File: src/rtl/uart_tx_frame_timer.sv
// UART transmit sequencer: accepts a parallel word and drives a framed serial
// line (start, LSB-first data, optional parity, 1-2 stop bits). Bit timing is
// counted in oversample ticks supplied by a shared baud-tick generator.
module uart_tx_frame_timer #(
    parameter int unsigned OVERSAMPLE = 16,
    parameter int unsigned DATA_BITS  = 8,
    parameter int unsigned PARITY_EN  = 0,
    parameter int unsigned PARITY_ODD = 0,
    parameter int unsigned STOP_BITS  = 1
) (
    input  logic                 clk_i,
    input  logic                 rst_ni,
    input  logic                 sample_tick_i,
    input  logic                 start_i,
    input  logic [DATA_BITS-1:0] data_in_i,
    output logic                 ready_o,
    output logic                 busy_o,
    output logic                 tx_out_o,
    output logic                 shift_strobe_o,
    output logic                 done_o
);

    localparam int unsigned SampleCntW = $clog2(OVERSAMPLE);
    localparam int unsigned BitCntW    = $clog2(DATA_BITS + 1);

    localparam logic [SampleCntW-1:0] SampleLast = SampleCntW'(OVERSAMPLE - 1);
    localparam logic [BitCntW-1:0]    DataLast   = BitCntW'(DATA_BITS - 1);
    localparam logic [BitCntW-1:0]    StopLast   = BitCntW'(STOP_BITS - 1);
    localparam logic                  ParityEn   = (PARITY_EN != 0);
    localparam logic                  ParityOdd  = (PARITY_ODD != 0);

    // Reject illegal configurations at elaboration time.
    if (OVERSAMPLE < 2) begin : g_bad_oversample
        $fatal(1, "uart_tx_frame_timer: OVERSAMPLE must be >= 2");
    end
    if (DATA_BITS < 5 || DATA_BITS > 9) begin : g_bad_data_bits
        $fatal(1, "uart_tx_frame_timer: DATA_BITS must be in 5..9");
    end
    if (PARITY_EN > 1) begin : g_bad_parity_en
        $fatal(1, "uart_tx_frame_timer: PARITY_EN must be 0 or 1");
    end
    if (PARITY_ODD > 1) begin : g_bad_parity_odd
        $fatal(1, "uart_tx_frame_timer: PARITY_ODD must be 0 or 1");
    end
    if (STOP_BITS < 1 || STOP_BITS > 2) begin : g_bad_stop_bits
        $fatal(1, "uart_tx_frame_timer: STOP_BITS must be 1 or 2");
    end

    typedef enum logic [2:0] {
        StIdle,
        StStart,
        StData,
        StParity,
        StStop
    } state_e;

    state_e                 state_q, state_d;
    logic [SampleCntW-1:0]  sample_cnt_q, sample_cnt_d;
    logic [BitCntW-1:0]     bit_cnt_q, bit_cnt_d;
    logic [DATA_BITS-1:0]   shift_q, shift_d;
    logic                   parity_q, parity_d;
    logic                   tx_q, tx_d;
    logic                   busy_q, busy_d;
    logic                   strobe_q, strobe_d;
    logic                   done_q, done_d;
    logic                   bit_end;

    // In the done cycle the FSM is still in StStop (done_q=1) so that start is
    // blocked there; the following edge returns to StIdle unconditionally.
    assign bit_end = sample_tick_i && (sample_cnt_q == SampleLast) && !done_q;

    // Next-state, counter, shift-register and registered-output logic.
    always_comb begin
        state_d      = state_q;
        sample_cnt_d = sample_cnt_q;
        bit_cnt_d    = bit_cnt_q;
        shift_d      = shift_q;
        parity_d     = parity_q;
        busy_d       = busy_q;
        strobe_d     = 1'b0;
        done_d       = 1'b0;
        tx_d         = 1'b1;

        // Oversample counter runs only inside a frame and only on ticks.
        if (state_q != StIdle && !done_q && sample_tick_i) begin
            sample_cnt_d = bit_end ? '0 : sample_cnt_q + SampleCntW'(1);
        end

        unique case (state_q)
            StIdle: begin
                if (start_i) begin
                    shift_d      = data_in_i;
                    parity_d     = (^data_in_i) ^ ParityOdd;
                    sample_cnt_d = '0;
                    bit_cnt_d    = '0;
                    busy_d       = 1'b1;
                    state_d      = StStart;
                end
            end
            StStart: begin
                if (bit_end) begin
                    strobe_d  = 1'b1;
                    bit_cnt_d = '0;
                    state_d   = StData;
                end
            end
            StData: begin
                if (bit_end) begin
                    strobe_d = 1'b1;
                    shift_d  = shift_q >> 1;
                    if (bit_cnt_q == DataLast) begin
                        bit_cnt_d = '0;
                        state_d   = ParityEn ? StParity : StStop;
                    end else begin
                        bit_cnt_d = bit_cnt_q + BitCntW'(1);
                    end
                end
            end
            StParity: begin
                if (bit_end) begin
                    strobe_d  = 1'b1;
                    bit_cnt_d = '0;
                    state_d   = StStop;
                end
            end
            StStop: begin
                if (done_q) begin
                    busy_d  = 1'b0;
                    state_d = StIdle;
                end else if (bit_end) begin
                    strobe_d = 1'b1;
                    if (bit_cnt_q == StopLast) begin
                        done_d    = 1'b1;
                        bit_cnt_d = '0;
                    end else begin
                        bit_cnt_d = bit_cnt_q + BitCntW'(1);
                    end
                end
            end
            default: begin
                state_d = StIdle;
                busy_d  = 1'b0;
            end
        endcase

        // Serial line value is registered from the upcoming state.
        unique case (state_d)
            StIdle:   tx_d = 1'b1;
            StStart:  tx_d = 1'b0;
            StData:   tx_d = shift_d[0];
            StParity: tx_d = parity_d;
            StStop:   tx_d = 1'b1;
            default:  tx_d = 1'b1;
        endcase
    end

    // State and output registers; reset forces an idle, high line at once.
    always_ff @(posedge clk_i or negedge rst_ni) begin
        if (!rst_ni) begin
            state_q      <= StIdle;
            sample_cnt_q <= '0;
            bit_cnt_q    <= '0;
            shift_q      <= '0;
            parity_q     <= 1'b0;
            tx_q         <= 1'b1;
            busy_q       <= 1'b0;
            strobe_q     <= 1'b0;
            done_q       <= 1'b0;
        end else begin
            state_q      <= state_d;
            sample_cnt_q <= sample_cnt_d;
            bit_cnt_q    <= bit_cnt_d;
            shift_q      <= shift_d;
            parity_q     <= parity_d;
            tx_q         <= tx_d;
            busy_q       <= busy_d;
            strobe_q     <= strobe_d;
            done_q       <= done_d;
        end
    end

    // Ready is a pure state decode; everything else comes straight from flops.
    assign ready_o        = (state_q == StIdle);
    assign busy_o         = busy_q;
    assign tx_out_o       = tx_q;
    assign shift_strobe_o = strobe_q;
    assign done_o         = done_q;

endmodule

File: config.mk
export PLATFORM = sky130hd
export DESIGN_NAME = uart_tx_frame_timer
export DESIGN_NICKNAME = d
export VERILOG_FILES = /design/src/rtl/uart_tx_frame_timer.sv
export SDC_FILE = /design/constraint.sdc
export NUM_CORES = 1
export LEC_CHECK = 0
export CAP_MARGIN = 20
export CORE_MARGIN = 10
export CORE_UTILIZATION = 43
export CTS_CLUSTER_SIZE = 16
export DETAILED_ROUTE_END_ITERATION = 8
export GPL_ROUTABILITY_DRIVEN = 0
export SKIP_CTS_REPAIR_TIMING = 1
export SLEW_MARGIN = 20
export SYNTH_ARGS = -nofsm -noshare
export SYNTH_HDL_FRONTEND = slang
export SYNTH_SLANG_ARGS = --single-unit
File: constraint.sdc
create_clock -name clk_i -period 3.5 [get_ports clk_i]
set_input_delay 0.35 -clock clk_i [delete_from_list [all_inputs] [get_ports clk_i]]
set_output_delay 0.35 -clock clk_i [all_outputs]
set_load 0.03 [all_outputs]
### Yosys cells after proc, flatten, opt, wreduce, memory -nomap -nowiden

Index checks and enable logic that the tools add are counted.

* register bits after elaboration: 24
* input port bits: 12
* output and inout bits: 5
* word-level logic and storage cells: 79

* add/subtract/negate cells: 2
* equality and inequality tests: 15
* multiplexer cells: 35
* bitwise logic cells: 1
* reductions and logical operators: 16

Operators by type and width (count)
* 2-to-1 mux 4 bit: 11
* 2-to-1 mux 3 bit: 6
* 2-to-1 mux 8 bit: 2
* one-hot mux 4 bit (4 select lines): 1
* one-hot mux 8 bit (2 select lines): 1
* one-hot mux 3 bit (5 select lines): 1
* equality test 3 x 2 -> 1 bit, second input constant: 4
* 2-to-1 mux 1 bit: 10
* != test 2 bit, second input constant: 5
* adder 4 x 1 -> 4 bit, second input constant: 2
* XOR reduction 8 bit: 1
* equality test 3 x 1 -> 1 bit, second input constant: 2
* one-hot mux 1 bit (3 select lines): 2
* AND reduction 3 bit: 2
* AND reduction 6 bit: 1
* equality test 4 x 3 -> 1 bit, second input constant: 1
* equality test 4 bit, second input constant: 1
* logical AND 1 bit: 4
* logical NOT 4 bit: 1
* nonzero test 4 bit: 1
* equality test 3 bit, second input constant: 1
* logical NOT 3 bit: 1
* nonzero test 3 bit: 1
* OR reduction 3 bit: 1
* 6 further kinds: 6

### Longest topological paths before layout

* depth after elaboration: 7
* depth in mapped cells: 8
* gate-level depth less buffers: 6

### Worst setup path before layout

No wires, ideal clock.

* path type: reg-to-reg
* start: register done_q (netlist: done_o)
* end: register bit_cnt_q[3]
* setup time: 0.080 ns
* arrival: 1.918 ns
* required time: 3.420 ns
* slack: 1.502 ns
* stages on the path, launching flop included: 6
* path buffers: 0
* cells stage by stage: dfrtp_1 -> nand3b_4 -> or4_4 -> a22o_4 -> or4_4 -> o211ai_2

* word-level cells in the longest chain between the ends: 4
* elaborated cells between the ends (all ways): 7
* classes of those cells: eq/ne (4); reduce/logical (3)

RTL lines
* from (decl): RTL line 65 `logic done_q, done_d;`
* from (signal assigned): RTL line 178 `done_q <= done_d;`
* logical NOT 1 bit: RTL line 70 `assign bit_end = sample_tick_i && (sample_cnt_q == SampleLast) && !done_q;`
* logical AND 1 bit: RTL line 70
* != test 2 bit (no source line) / != test 2 x 1 -> 1 bit (equally long branches)
* AND reduction 6 bit (no source line) *
* to (signal assigned): RTL line 172 `bit_cnt_q <= bit_cnt_d;`
* to (decl): RTL line 59 `logic [BitCntW-1:0] bit_cnt_q, bit_cnt_d;`

Mark *: on every way between the ends. The rest lies on a longest branch, timed or not.
A chain may end at the register's enable or synchronous reset.

### Worst setup path after layout

* start: register state_q[0]
* end: output ready_o

* word-level cells in the longest chain between the ends: 1

RTL lines
* from (decl): RTL line 57 `state_e state_q, state_d;`
* from (signal assigned): RTL line 160 `state_q <= StIdle;`
* from (signal assigned): RTL line 170 `state_q <= state_d;`
* logical NOT 3 bit: RTL line 183 `assign ready_o = (state_q == StIdle);`
* to (decl): RTL line 16 `output logic ready_o,`

Every way passes these cells.

==> summary.txt <==
GRT
  • Initial antenna violation count: 0
  • Total track usage: about a tenth
  • First-pass GRT wire length: ~4800 µm
  • Top Usage Layer GRT: met2
  • Met1 usage in global routing: between 10 and 15%
  • Gr ovfl total: 0
  • Met2 usage: 16.98%
  • Vias in the first global route: 1030
  • GRT met3 Usage: 1.823%
  • Pin count of the biggest net entering global routing: 25

Logic synthesis
  • Post-synthesis net count: 151
  • Cell Area, Synth: approximately 0.0013 mm²
  • Ys Warns: 0
  • Simple-gate share of the synthesized area: 19.68%
  • Asr flop ratio synth: between 90% and 100%
  • Ys flop type: dfrtp_1
  • Synth unique cells: 44
  • Seq/Total Area, Yosys: 44.87%
  • Adder-Cell Fraction of Synth Area: 2.799%
  • Largest family of logic cells by synthesized area: compound AO/OA/AOI/OAI gates
  • Mux cell area share after synthesis: less than 1%
  • Cells after synthesis: around 140
  • Syn Area/Cell: 9.862 µm²
  • Yosys reg bits: 24
  • Number of synthesized flops with an enable pin: 0
  • Post-synthesis xor/xnor area fraction: 4.571%
  • Compound-Gate Fraction of Synth Area: 23.04%

Clocking
  • Num CTS Buffers: 3
  • Worst-path clk slew: 0.14 ns
  • CTS tree: done
  • H-tree lvl count: 1
  • Worst-Skew Late Latency: around 0.31 ns
  • CTS root buffer: clkbuf_4
  • Sink Count: 24
  • Longest Clk Path Bufs: 2

Timing
  • Final-report hold violation count: 4
  • Clk_skew: between 0.005 and 0.006 ns
  • Slew Limit Fails: 0
  • Fmax: 369.9 MHz
  • Final Worst Setup Slack: 0.7967 ns
  • Final worst path period share: 77.24%
  • Endpoints failing setup: 0
  • Unrepaired setup endpoints after global routing: false
  • Final Critical Period: 2.703 ns
  • Worst-Margin Slew: 0.8258 ns
  • Slew headroom: ~44%
  • Hold_ws: -0.001217 ns
  • Setup TNS: 0 ns

Cells and area
  • Final core occ: 52.11%
  • # nets final: 167
  • Highest-count cells in the layout ignoring fill and taps: 23 x dfrtp_1, 16 x nand2_1, 15 x clkdlybuf4s50_1, 11 x o21ai_0
  • Area growth syn-to-layout: 17.63%
  • Layout cell share with drive strength beyond 1: 12.58%
  • Antenna diodes: 0
  • Most common cell after layout, fill and taps aside: dfrtp_1
  • Final cell count without fillers: 195

Floorplan
  • Die X-Extent: between 70 and 80 µm
  • Die Y: 75.85 µm
  • Core area: about 0.0030 mm²
  • Die area: ~0.0058 mm²
  • Initial core utilization: between 40% and 50%
  • Num rows: 20
  • I/O Pins: 17

Route
  • DRT Pass-1 Iters: 4
  • Vias per Instance: 5.313
  • DRC Markers: 0
  • WL/cell: ~14 µm
  • Drt total wl: 2739 µm
  • Post-route ant nets: 0
  • Vias: 1036
  • DRT iter0 DRCs: 80

Outcome
  • Status: finished, violations left
  • Failing checks: hold timing

Worst setup path
  • CP Capture Type: output pin
  • Crit-path max FO: 17
  • Slowest stage delay, CP: approximately 0.70 ns
  • Worst endpoint required time: ~3.2 ns
  • CP top delay family: buffers and inverters
  • Buffers plus inverters on the worst setup path: 3
  • Cell chain of the critical path: or3_1 > clkinv_1 > buf_4 > clkdlybuf4s50_1
  • Crit Path Class: register to output pin
  • Crit path launch type: register
  • Worst path slowest cell: clkdlybuf4s50_1
  • Crit path DAT: 2.35 ns

Power
  • Pwr dens: 465.1 mW/mm²
  • Cell leakage power: 0.6391 nW
  • VDD IR-drop max: between 200 and 250 µV
  • Total power: 0.7339 mW

Placement
  • HPWL reported at the end of detailed placement: 2058 µm
  • Placed Cells: 191
  • Port Buffers: 16
  • Worst slack at placement: around 1.1 ns

Job
  • Max-cap viol count: 0

Hold path
  • Hold Crit Class: input pin to async pin
-- power breakdown --
part | leakage, nW | internal (mW) | switching, mW
registers | 0.299 | 0.321 | 0.0343
logic | 0.312 | 0.0875 | 0.0893
clock network | 0.0279 | 0.116 | 0.0859
-- synthesized netlist by cell type (2+ instances only) --
library cell | n | area share, %
a21o_1 | 2 | 1.1
or4_4 | 2 | 1.7
nand2_1 | 16 | 4.5
ha_1 | 3 | 2.8
o21ai_0 | 11 | 4.1
o41ai_1 | 2 | 1.3
a32o_1 | 2 | 1.5
clkbuf_1 | 2 | 0.56
nor2b_1 | 3 | 1.4
nor3_1 | 4 | 1.5
buf_2 | 3 | 1.1
nand3_1 | 3 | 1.1
nand2b_1 | 2 | 0.93
dfrtp_1 | 23 | 43
a21oi_1 | 7 | 2.6
a22oi_1 | 6 | 3.4
o31ai_1 | 2 | 1.1
nor2_1 | 7 | 2.0
inv_1 | 5 | 1.4
xnor2_1 | 7 | 4.6
-- final cells by class --
cell class	instances	area (µm²)
inverters	6	22.52
fillers	278	1450
repair buffers	17	162.7
multi-input cells	100	683.2
clock inverters	1	30.03
clock buffers	3	22.52
flip-flops and latches	24	601.8
well taps	44	55.05
-- logic make-up after synthesis --
logic type,after synthesis
DFF,24
muxes,1
and+or+nand+nor,46
xor gates and xnor gates,7
buffers and inverters,12
adders and majority gates,3
AOI/OAI and AO/OA,43
-- layer usage --
metal  routed length [µm]  vias up
met3                  101        2
li1                     -      527
met4                   19        0
met5                    0        -
met1                 1336      498
met2                 1283        9
-- final timing paths --
path / from / end / slack [ns] / cells past startpoint
max: state_q[0] / ready_o / 0.80 / 4
max in group asynchronous: rst_ni / tx_out_o / 3.14 / 1
max reg2reg: state_q[2] / shift_q[7] / 1.28 / 4
min in group clk_i: shift_q[3] / shift_q[3] / 0.51 / 2
min: rst_ni / busy_o / -0.001 / 1
min reg2reg: shift_q[3] / shift_q[3] / 0.51 / 2
-- state kept, by name, summed over array words and instances (netlist names) --
register and cells:
shift_q 8, state_q 3, sample_cnt_q 4, shift_strobe_o 1
bit_cnt_q 4, busy_o 1, parity_q 1, tx_out_o 1
done_o 1
-- per-stage QoR --
stage                     hold WS [ns]  cell area (µm²)
after CTS                       0.5117             1583
after global placement          0.4734             1530
after detailed placement        0.4804             1530
after floorplan                0.05441             1341
after global routing          0.003663             1578
final                        -0.001217             1578
Power figures use the tool's default switching activity.
